### src/rtl/uart_pkg.sv
// Shared types and constants for the UART receive path.
package uart_pkg;

   localparam int DEFAULT_CLKS_PER_BIT = 868;
   localparam int BYTE_W               = 8;

   typedef enum logic [2:0] {
      WAIT_IDLE,
      IDLE,
      START,
      DATA,
      PARITY,
      STOP
   } state_t;

endpackage

### src/rtl/sync_ff.sv
// Multi-stage synchroniser for an asynchronous single-bit board input; resets to 1 (idle line level).
module sync_ff #(
   parameter int SYNC_STAGES = 2
) (
   input  logic clk,
   input  logic reset,
   input  logic i_d,
   output logic o_q
);

   logic [SYNC_STAGES-1:0] r_stages;

   always_ff @(posedge clk) begin
      if (!reset) begin
         r_stages <= '1;
      end else begin
         r_stages <= {r_stages[SYNC_STAGES-2:0], i_d};
      end
   end

   assign o_q = r_stages[SYNC_STAGES-1];

endmodule

### src/rtl/uart_rx.sv
// UART receiver: 8N1 frames on rxd to a valid/ready byte stream with framing/overrun pulses.
// Define UART_PARITY_EN for 8E1 framing, which adds a PARITY state and the parity_err output.
module uart_rx
   import uart_pkg::*;
#(
   parameter int CLKS_PER_BIT = DEFAULT_CLKS_PER_BIT,
   parameter int SYNC_STAGES  = 2
) (
   input  logic              clk,
   input  logic              reset,
   input  logic              rxd,
   output logic [BYTE_W-1:0] rx_data,
   output logic              rx_valid,
   input  logic              rx_ready,
   output logic              frame_err,
   output logic              overrun,
`ifdef UART_PARITY_EN
   output logic              parity_err,
`endif
   output logic              busy
);

   localparam logic [15:0] HALF_M1  = 16'(CLKS_PER_BIT / 2 - 1);
   localparam logic [15:0] FULL_M1  = 16'(CLKS_PER_BIT - 1);
   localparam logic [15:0] SYNC_CNT = 16'(SYNC_STAGES);

   logic              w_rxs;
   state_t            r_state;
   state_t            w_state_next;
   logic [15:0]       r_cnt;
   logic [15:0]       w_cnt_next;
   logic [2:0]        r_idx;
   logic [2:0]        w_idx_next;
   logic [BYTE_W-1:0] r_shift;
   logic [BYTE_W-1:0] w_shift_next;
   logic              w_stop_ok;
   logic              w_stop_bad;
   logic              r_deliver;
   logic              r_frame_err;
   logic              r_overrun;
   logic              r_valid;
   logic [BYTE_W-1:0] r_data;
`ifdef UART_PARITY_EN
   logic              r_par;
   logic              w_par_next;
   logic              w_par_bad;
   logic              r_parity_err;
`endif

   sync_ff #(
      .SYNC_STAGES(SYNC_STAGES)
   ) u_sync (
      .clk   (clk),
      .reset (reset),
      .i_d   (rxd),
      .o_q   (w_rxs)
   );

   always_comb begin
      w_state_next = r_state;
      w_cnt_next   = r_cnt + 16'd1;
      w_idx_next   = r_idx;
      w_shift_next = r_shift;
      w_stop_ok    = 1'b0;
      w_stop_bad   = 1'b0;
`ifdef UART_PARITY_EN
      w_par_next   = r_par;
      w_par_bad    = 1'b0;
`endif
      case (r_state)
         WAIT_IDLE: begin
            // The synchroniser's reset ones must flush out before rxs is trusted as a real idle level.
            w_cnt_next = (r_cnt < SYNC_CNT) ? r_cnt + 16'd1 : r_cnt;
            if (w_rxs && (r_cnt >= SYNC_CNT)) begin
               w_state_next = IDLE;
            end
         end
         IDLE: begin
            w_cnt_next = 16'd0;
            if (!w_rxs) begin
               w_state_next = START;
            end
         end
         START: begin
            if (r_cnt == HALF_M1) begin
               w_cnt_next   = 16'd0;
               w_idx_next   = 3'd0;
               w_state_next = w_rxs ? IDLE : DATA;
            end
         end
         DATA: begin
            if (r_cnt == FULL_M1) begin
               w_cnt_next   = 16'd0;
               w_shift_next = {w_rxs, r_shift[BYTE_W-1:1]};
               w_idx_next   = r_idx + 3'd1;
               if (r_idx == 3'd7) begin
`ifdef UART_PARITY_EN
                  w_state_next = PARITY;
`else
                  w_state_next = STOP;
`endif
               end
            end
         end
`ifdef UART_PARITY_EN
         PARITY: begin
            if (r_cnt == FULL_M1) begin
               w_cnt_next   = 16'd0;
               w_par_next   = w_rxs;
               w_state_next = STOP;
            end
         end
`endif
         STOP: begin
            if (r_cnt == FULL_M1) begin
               w_cnt_next = 16'd0;
               if (w_rxs) begin
                  // Leaving at mid stop bit lets a following start edge be caught with no idle gap.
                  w_state_next = IDLE;
`ifdef UART_PARITY_EN
                  if (^{r_shift, r_par}) begin
                     w_par_bad = 1'b1;
                  end else begin
                     w_stop_ok = 1'b1;
                  end
`else
                  w_stop_ok = 1'b1;
`endif
               end else begin
                  w_stop_bad   = 1'b1;
                  w_state_next = WAIT_IDLE;
               end
            end
         end
         default: begin
            w_cnt_next   = 16'd0;
            w_state_next = WAIT_IDLE;
         end
      endcase
   end

   always_ff @(posedge clk) begin
      if (!reset) begin
         r_state     <= WAIT_IDLE;
         r_cnt       <= 16'd0;
         r_idx       <= 3'd0;
         r_shift     <= '0;
         r_deliver   <= 1'b0;
         r_frame_err <= 1'b0;
      end else begin
         r_state     <= w_state_next;
         r_cnt       <= w_cnt_next;
         r_idx       <= w_idx_next;
         r_shift     <= w_shift_next;
         r_deliver   <= w_stop_ok;
         r_frame_err <= w_stop_bad;
      end
   end

`ifdef UART_PARITY_EN
   always_ff @(posedge clk) begin
      if (!reset) begin
         r_par        <= 1'b0;
         r_parity_err <= 1'b0;
      end else begin
         r_par        <= w_par_next;
         r_parity_err <= w_par_bad;
      end
   end

   assign parity_err = r_parity_err;
`endif

   // A handshake on the delivery edge frees the holding register, so the new byte replaces it.
   always_ff @(posedge clk) begin
      if (!reset) begin
         r_data    <= '0;
         r_valid   <= 1'b0;
         r_overrun <= 1'b0;
      end else begin
         r_overrun <= 1'b0;
         if (r_deliver) begin
            if (!r_valid || rx_ready) begin
               r_data  <= r_shift;
               r_valid <= 1'b1;
            end else begin
               r_overrun <= 1'b1;
            end
         end else if (r_valid && rx_ready) begin
            r_valid <= 1'b0;
         end
      end
   end

   assign rx_data   = r_data;
   assign rx_valid  = r_valid;
   assign frame_err = r_frame_err;
   assign overrun   = r_overrun;
   assign busy      = (r_state != IDLE);

endmodule
### config.mk
export PLATFORM = sky130hd
export DESIGN_NAME = uart_rx
export DESIGN_NICKNAME = d
export VERILOG_FILES = /design/src/rtl/uart_pkg.sv /design/src/rtl/sync_ff.sv /design/src/rtl/uart_rx.sv
export SDC_FILE = /design/constraint.sdc
export NUM_CORES = 1
export LEC_CHECK = 0
export BUFFER_PORTS_ARGS = -buffer_cell sky130_fd_sc_hd__buf_2
export CAP_MARGIN = 25
export CORE_AREA = 8 8 68 70
export DETAILED_ROUTE_END_ITERATION = 8
export DIE_AREA = 0 0 76 78
export PLACE_DENSITY_LB_ADDON = 0.12
export REMOVE_ABC_BUFFERS = 1
export SLEW_MARGIN = 20
export SYNTH_ARGS = -nofsm -noshare
export SYNTH_HDL_FRONTEND = slang
export SYNTH_SLANG_ARGS = --single-unit
### constraint.sdc
create_clock -name clk -period 5.5 [get_ports clk]
set_input_delay 1.1 -clock clk [delete_from_list [all_inputs] [get_ports clk]]
set_output_delay 1.1 -clock clk [all_outputs]
set_load 0.1 [all_outputs]
==> flow_summary.ini, run 1 <==
[routing]
drt_iter0_drc = 100
wl_um = 3730
drc_errors = 0
via_per_inst = 5.47
vias = 1580
wl_per_cell_um = 12.9
ant_nets = 0
firstDrtPassIters = 4

[synth]
post-synth-top-area-fraction_pct = 42.2
yosysSeqAreaShare_pct = 42.2
syn_area_um2 = 2090
synth-main-ff-cell = dfxtp_1
synth-edff-count = 0
synth_common_cells = dfxtp_1, nor2_1, nor2b_1, mux2i_1, nand2_1
synth_seq_cells = 44
avgSynthCellArea_um2 = 9.03
synth-async-reset-ratio_pct = 0
synth_top_area_cell = dfxtp_1
netlist_instances = 231
ys.warnings.count = 0
synth.most_common_cell = dfxtp_1
synth.distinct_cells = 43
synth_area_leaders = dfxtp_1, mux2i_1, nor2b_1

[sta]
clock_skew_ns = 0.0116
rsz0062_at_grt = false
fin_setup_tns_ns = 0
hold_viol_final = 0
fin_crit_sh_pct = 49.2
tightest_slew_ns = 0.769
finalSetupViolCount = 0
max_clock_freq_ghz = 0.369
drv_slew = 0
slew_headroom_pct = 48.1
fin_crit_ns = 2.71

[setup_path]
worstSetupStartpointType = flop
cp_num_buf_inv = 1
crit_arrival_ns = 1.61
critical_path.max_fanout = 11
crit_path_top_delay_cell = dfxtp_1
critPathRequiredTime_ns = 4.40
path_cells = nor2b_1, nand2b_1, buf_2
crit_type = reg -> out
path_delay_family = flip-flops
max_stage_delay_ns = 0.56
cp-end-kind = primary output

[die]
ios = 16
coreArea_um2 = 3550
row_count = 22
start_util_pct = 58.7
die_y_um = 78
die_w_um = 76
die_area_um2 = 5930

[power]
power_w = 0.000739
p_leak_nw = 0.950
p_per_area_nw_per_um2 = 329
ir_drop_v = 0.000174

[clock_tree]
cts_hold_buf = 0
worstSkewPairLatency_ns = 0.35
numCtsBuffers = 5
cts-root-buf = clkbuf_4
ctsResizeCount = 0
cts_tree = yes
path_clk_slew_ns = 0.13
post_cts_buffers = 0
cts_buffer_depth = 2
htree_levels = 2
clock-sinks = 44

[global_routing]
grt_max_degree = 32
grt_usage_pct = 13.0
grt-ovfl-total = 0
grt_pass1_vias = 1447
grt_pass1_wl_um = 6530
grt_antenna_before_repair = 0

[job]
cap_violations = 0

[finish]
diodes = 0
fillers = 306
layoutNonFillerInstCount = 289
nNetsFinal = 249
drive_gt1_share_pct = 13.7
area_growth_pct = 7.86

[placed_design]
gp_congestion = 0.793
dpl.hpwl_um = 2680
io_buffers = 15
dpl.cell_count = 281

[hold_path]
hp-class = reg -> reg

[outcome]
outcome = finished clean
[cells by family (layout without fill, tap and decap cells)]
logic type | after synthesis | in the layout | synth area share [%]
xor gates and xnor gates | 13 | 13 | 5.46
AOI/OAI and AO/OA | 23 | 23 | 8.10
buffers and inverters | 18 | 28 | 3.84
muxes | 16 | 16 | 7.68
adders and majority gates | 5 | 5 | 3.00
DFF | 44 | 44 | 42.2
and+or+nand+nor | 112 | 112 | 29.7
[per-layer routing]
layer / wire length [um] / global-route usage [%] / up-vias
met5: 0 / 0 / -
met4: 55 / 4.71 / 0
met3: 173 / 4.61 / 7
met2: 1750 / 21.6 / 24
met1: 1750 / 15.1 / 733
li1: - / - / 816
[power breakdown]
part | total [W] | internal [W] | switching, W
clock network | 0.000210 | 0.000109 | 0.000101
registers | 0.000362 | 0.000334 | 0.0000285
logic | 0.000167 | 0.0000592 | 0.000108
total | 0.000739 | 0.000502 | 0.000237
[worst reg2reg max path, delay by kind of cell (launching register included)]
kind,cells,cell delay (ns)
AO/OA/AOI/OAI,1,0.17
flip-flops,1,0.38
AND/OR/NAND/NOR,4,1.95
[flip-flops by register name, summed over array words and instances, names as in the netlist]
| name | cells |
|---|---|
| r_cnt | 16 |
| rx_valid | 1 |
| r_shift | 8 |
| r_idx | 3 |
| r_deliver | 1 |
| rx_data | 8 |
| overrun | 1 |
| frame_err | 1 |
| u_sync.r_stages | 2 |
| r_state | 3 |
[layout by cell type, fill, tap and decap left out, types with 7 or more instances in the layout]
master    n
nand4_1   7
nor2b_1  20
mux2i_1  16
dfxtp_1  44
nand2_1  13
nor2_1   26
a21oi_1   7
xor2_1    8
buf_2    15
nand3_1  12
[stage by stage]
step           util [%]  setup WS, ns  area, um2  hold WS [ns]
6_report           63.4          2.79       2250         0.425
3_5_place_dp       60.8          2.91       2160         0.396
3_3_place_gp       60.8          2.95       2160         0.405
2_1_floorplan         -          3.05       2020         0.386
4_1_cts            63.4          2.77       2250         0.431
5_1_grt            63.4          2.70       2250         0.480
[final timing paths]
check	startpoint	endpoint	slack, ns	depth (start not counted)
max	r_state[2]	busy	2.79	3
max reg2reg	r_cnt[2]	r_idx[0]	2.92	5
min reg2reg	u_sync.r_stages[0]	u_sync.r_stages[1]	0.42	1
min	u_sync.r_stages[0]	u_sync.r_stages[1]	0.42	1
[cell type report]
cell class	count	area [um2]	area share, %
Clock buffer	6	51.3	2.28
Clock inverter	2	38.8	1.72
Inverter	5	18.8	0.834
Multi-Input combinational cell	169	1120	50.0
Sequential cell	44	881	39.2
Tap cell	48	60.1	2.67
Timing Repair Buffer	15	75.1	3.34
No activity file was read; power rests on OpenSTA's default activity.
==> run 2: changes to the inputs <==
Settings changed: ABC_AREA from default to 1, CORE_AREA 8 8 68 70 to 8 8 71 73, DIE_AREA 0 0 76 78 to 0 0 79 81.
Clock period 5.5 ns to 2.7 ns, I/O delays scaled along.
==> run 2 against run 1 <==
Effect of this change: wire length is 25% higher; power increased by 140%; design area increased by 7.7%; register-to-register slack lost 2.1 ns; synthesized cell count increased by 34%; highest routed layer unchanged.
==> flow_summary.ini, run 2 <==
[outcome]
outcome = finished clean

[synth]
synth_common_cells = nand2_1, dfxtp_1, nor2_1, inv_1, a21oi_1
synth_area_leaders = dfxtp_1, nand2_1, nor2_1
synth-edff-count = 0
ys.warnings.count = 0
yosysSeqAreaShare_pct = 40.0
post-synth-top-area-fraction_pct = 40.0
avgSynthCellArea_um2 = 7.11
synth.distinct_cells = 29
synth_top_area_cell = dfxtp_1
synth-main-ff-cell = dfxtp_1
syn_area_um2 = 2200
synth_seq_cells = 44
netlist_instances = 310
synth.most_common_cell = nand2_1
synth-async-reset-ratio_pct = 0

[setup_path]
critPathRequiredTime_ns = 2.87
cp-end-kind = flop
max_stage_delay_ns = 0.50
crit_path_top_delay_cell = nor2_2
path_cells = ha_1, nand3_1, nor2_2, nand2_2, nor2_2, inv_2, o211ai_1, a21oi_1
crit_type = reg -> reg
crit_arrival_ns = 2.04
critical_path.max_fanout = 20
cp_num_buf_inv = 1
worstSetupStartpointType = flop
path_delay_family = simple AND/OR/NAND/NOR gates
r2r_slack_ns = 0.82
cpMostUsedCell = nor2_2

[clock_tree]
cts_tree = yes
worstSkewPairLatency_ns = 0.29
numCtsBuffers = 5
post_cts_buffers = 0
htree_levels = 2
ctsResizeCount = 0
clock-sinks = 44
cts-root-buf = clkbuf_8
path_clk_slew_ns = 0.08
cts_hold_buf = 0
cts_buffer_depth = 2

[power]
p_per_area_nw_per_um2 = 731
ir_drop_v = 0.000474
p_leak_nw = 1.03

[routing]
firstDrtPassIters = 4
wl_per_cell_um = 12.3
wl_um = 4640
drc_errors = 0
drt_iter0_drc = 128
via_per_inst = 5.20
ant_nets = 0
vias = 1955

[global_routing]
grt_pass1_vias = 1826
grt-ovfl-total = 0
grt_antenna_before_repair = 0
grt_max_degree = 24
use_met2_pct = 25.2
grt_pass1_wl_um = 8070
grt_usage_pct = 15.5
grt.busiest_layer = met2
grt_use_met1_pct = 18.9
grtUsageMet3_pct = 3.42

[die]
start_util_pct = 56.3
die_area_um2 = 6400
row_count = 23
die_y_um = 81
ios = 16
die_w_um = 79
coreArea_um2 = 3910

[sta]
rsz0062_at_grt = false
fin_setup_tns_ns = 0
clock_skew_ns = 0.00536
finalSetupViolCount = 0
fin_crit_sh_pct = 69.5
fin_crit_ns = 1.88
max_clock_freq_ghz = 0.533
tightest_slew_ns = 0.790
drv_slew = 0
slew_headroom_pct = 47.2
timing.final.ws_setup_ns = 0.825
hold_viol_final = 0

[finish]
nNetsFinal = 334
regMostFlops = r_cnt
most-common-layout-cells = nand2_1, dfxtp_1, nor2_1, inv_1, a21oi_1
drive_gt1_share_pct = 15.0
layoutNonFillerInstCount = 376
diodes = 0
area_growth_pct = 9.88
final_common_cell = nand2_1
largest_reg_flops = 16
final_core_util_pct = 61.9

[placed_design]
io_buffers = 15
dpl.cell_count = 368
dpl.hpwl_um = 3470
pre_cts_ws_ns = 0.809
gp_congestion = 0.870

[hold_path]
hp-class = in -> reg

[job]
cap_violations = 0
-- run 2: cell types whose count changed after synthesis, moves of 8 or more --
cell and delta:
nand2_1 +37, inv_1 +32, a21oi_1 +23, nor2b_1 -20
nor2_1 +17, o21ai_0 +17, mux2i_1 -16, nand3_1 +8
-- run 2: layout make-up --
type / instances / area, um2
Clock buffer: 6 / 82.6
Clock inverter: 2 / 38.8
Fill cell: 381 / 1490
Inverter: 40 / 150
Multi-Input combinational cell: 219 / 1130
Sequential cell: 44 / 881
Tap cell: 50 / 62.6
Timing Repair Buffer: 15 / 75.1
-- run 2: layer usage --
metal	vias up	wire length, um
met5	-	0
met4	0	121
met3	12	134
met2	33	2160
met1	876	2220
li1	1034	-
-- run 2: path summary, 6_finish.rpt --
kind | endpoint | depth (start not counted) | start
worst max-delay path | r_idx[2] | 8 | r_cnt[0]
worst min-delay path | u_sync.r_stages[0] | 2 | rxd
worst max register to register | r_idx[2] | 8 | r_cnt[0]
worst min register to register | u_sync.r_stages[1] | 1 | u_sync.r_stages[0]
-- run 2: where the power goes --
part,leakage (nW),internal (W),total [W],switching [W]
clock network,0.0614,0.000302,0.000525,0.000222
logic,0.611,0.000147,0.000532,0.000386
registers,0.356,0.000680,0.000714,0.0000334
-- run 2: metrics by stage --
| stage | hold slack, ns | total power [W] | area, um2 |
|---|---|---|---|
| 2_1_floorplan | 0.393 | 0.00115 | 2160 |
| 3_3_place_gp | 0.397 | 0.00126 | 2300 |
| 3_5_place_dp | 0.425 | 0.00126 | 2300 |
| 4_1_cts | 0.426 | 0.00179 | 2420 |
| 5_1_grt | 0.413 | 0.00190 | 2420 |
| 6_report | 0.428 | 0.00177 | 2420 |
-- run 2: kinds of logic after synthesis --
| group | count (synthesis) | synth area share (%) |
|---|---|---|
| simple gates | 150 | 32.2 |
| compound gates | 59 | 14.4 |
| buf+inv | 47 | 8.68 |
| flops | 44 | 40.0 |
| xor+xnor | 5 | 1.99 |
| fa+ha+maj | 5 | 2.84 |
==> run 3: changes to the inputs <==
Settings changed: ABC_AREA 1 to 0, CORE_AREA 8 8 71 73 to 8 8 72 74, DIE_AREA 0 0 79 81 to 0 0 80 82.
Clock period 2.7 ns to 1.65 ns, I/O delays scaled along.
==> run 3 against run 2 <==
Effect of this change: the flow now finishes with violations (setup timing); setup slack got worse by 1.2 ns; clock skew barely moved; final cell count shrank 11%; utilization up 3.4 points; power rose by 67%; global-route usage down 1.0 points; die area increased by 2.5%; flip-flop and latch count unchanged; wire length shrank 5.8%; sequential share of layout area down 3.7 points; combinational power increased by 82%; critical path type unchanged; largest cell class unchanged; highest routed layer unchanged.
==> flow_summary.ini, run 3 (synthesis results as in run 1) <==
[sta]
hold_viol_final = 0
max_clock_freq_ghz = 0.490
slew_headroom_pct = 49.1
fin_hold_ws_ns = 0.212
drv_slew = 0
fin_setup_tns_ns = -9.92
timing.final.ws_setup_ns = -0.390
finalSetupViolCount = 31
fin_crit_sh_pct = 124
fin_crit_ns = 2.04
rsz0062_at_grt = true
tightest_slew_ns = 0.754
clock_skew_ns = 0.00567

[clock_tree]
cts_buffer_depth = 2
worstSkewPairLatency_ns = 0.30
numCtsBuffers = 5
cts_tree = yes
clock-sinks = 44
path_clk_slew_ns = 0.09
htree_levels = 2
cts_hold_buf = 0
cts-root-buf = clkbuf_8

[finish]
nNetsFinal = 291
layoutNonFillerInstCount = 335
drive_gt1_share_pct = 30.7
regMostFlops = r_cnt
area_growth_pct = 29.8
final_common_cell = dfxtp_1
most-common-layout-cells = dfxtp_1, buf_4, nor2_1, nor2b_1, mux2i_1
diodes = 0
largest_reg_flops = 16

[global_routing]
grt_usage_pct = 14.5
grt-ovfl-total = 0
grt_max_degree = 22
grt_pass1_vias = 1660
grt_antenna_before_repair = 0
grt_pass1_wl_um = 7580

[hold_path]
hp-class = in -> reg
hold_end = u_sync.r_stages[0]
whs_path_depth = 2
min_from = rxd

[die]
row_count = 24
die_y_um = 82
start_util_pct = 50.3
coreArea_um2 = 4140
die_w_um = 80
die_area_um2 = 6560
ios = 16

[job]
cap_violations = 0

[setup_path]
ff2ff_path_depth = 5
cp-end-kind = flop
crit_type = reg -> reg
critical_path.max_fanout = 6
critPathRequiredTime_ns = 1.89
cpMostUsedCell = or4_4
max_stage_delay_ns = 0.60
worstSetupStartpointType = flop
r2r_start = r_cnt[10]
cp_num_buf_inv = 0
path_delay_family = simple AND/OR/NAND/NOR gates
critPathLaunch = r_cnt[10]
crit_path_top_delay_cell = or4_4
r2r_slack_ns = -0.39
crit_arrival_ns = 2.28
path_cells = or4_4, or4_4, o221ai_2, o211a_1, mux2i_1
rr_endpoint = r_state[1]

[power]
p_clk_share_pct = 28.6
seqPwrFrac_pct = 38.7
p_leak_nw = 1.20
switching_share_pct = 31.7
ir_drop_v = 0.000561
p_int_w = 0.00202
p_comb_share_pct = 32.7
p_sw_w = 0.000938
power_w = 0.00296
p_per_area_nw_per_um2 = 1090

[routing]
wl_um = 4370
via_per_inst = 5.11
firstDrtPassIters = 4
ant_nets = 0
vias = 1712
wl_per_cell_um = 13.0
drc_errors = 0
drt_iter0_drc = 120

[outcome]
violations = setup timing
outcome = finished, violations left

[placed_design]
gp_congestion = 0.867
dpl.cell_count = 324
dpl.hpwl_um = 3160
io_buffers = 15
==> run 3: cell count changes in the layout (fill, tap and decap cells not counted), moves of 8 or more <==
cell / change
o21ai_0: -17
buf_4: +36
inv_1: -32
nand2_1: -37
a21oi_1: -25
nor2_1: -18
nand3_1: -8
mux2i_1: +16
nor2b_1: +19
==> run 3: cell type report <==
| class | instances | area, um2 |
|---|---|---|
| clock buffer | 5 | 68.8 |
| clock inverter | 3 | 46.3 |
| fill | 348 | 1440 |
| inverter | 5 | 18.8 |
| multi-input combinational | 169 | 1190 |
| sequential | 44 | 885 |
| tap | 52 | 65.1 |
| timing repair buffer | 57 | 437 |
==> run 3: worst max-delay path by stage <==
stage	endpoint	cells past startpoint
after floorplan	r_idx[0]	5
after global placement	r_state[1]	5
after detailed placement	r_shift[1]	7
after CTS	r_state[1]	5
after global routing	r_shift[1]	8
final	r_state[1]	5
==> run 3: routing by layer <==
metal	vias to the layer above	track usage, %	share of wire [%]
li1	900	-	-
met4	0	3.82	0.94
met5	-	0	0
met3	5	4.16	4.8
met2	26	23.2	47
met1	781	18.7	47
==> run 3: worst reg2reg max path, stage by stage, from the launching register on <==
cell      delay [ns]
dfxtp_2         0.33
or4_4           0.55
or4_4           0.60
o221ai_2        0.17
o211a_1         0.18
mux2i_1         0.16
==> run 3: stage by stage <==
stage | util, % | setup slack (ns) | area (um2)
finish | 65.3 | -0.390 | 2710
global route | 65.3 | -0.466 | 2710
CTS | 64.9 | -0.401 | 2690
detailed placement | 60.0 | -0.431 | 2480
global placement | 60.0 | -0.400 | 2480
floorplan | - | -0.689 | 2020
==> run 3: power by group through the flow <==
stage          combinational [W]  clock (W)  sequential, W
2_1_floorplan           0.000459          0        0.00120
3_3_place_gp            0.000874          0        0.00117
3_5_place_dp            0.000883          0        0.00117
4_1_cts                 0.000957   0.000874        0.00114
5_1_grt                  0.00107   0.000928        0.00115
6_report                0.000968   0.000848        0.00115
==> run 3: timing repair <==
action | in CTS | in global routing
setup buffers | 3 | 0
gates resized for setup | 18 | 4
pin swaps | 6 | 1
endpoints found under the setup margin | 31 | 33
gates cloned | 0 | 0
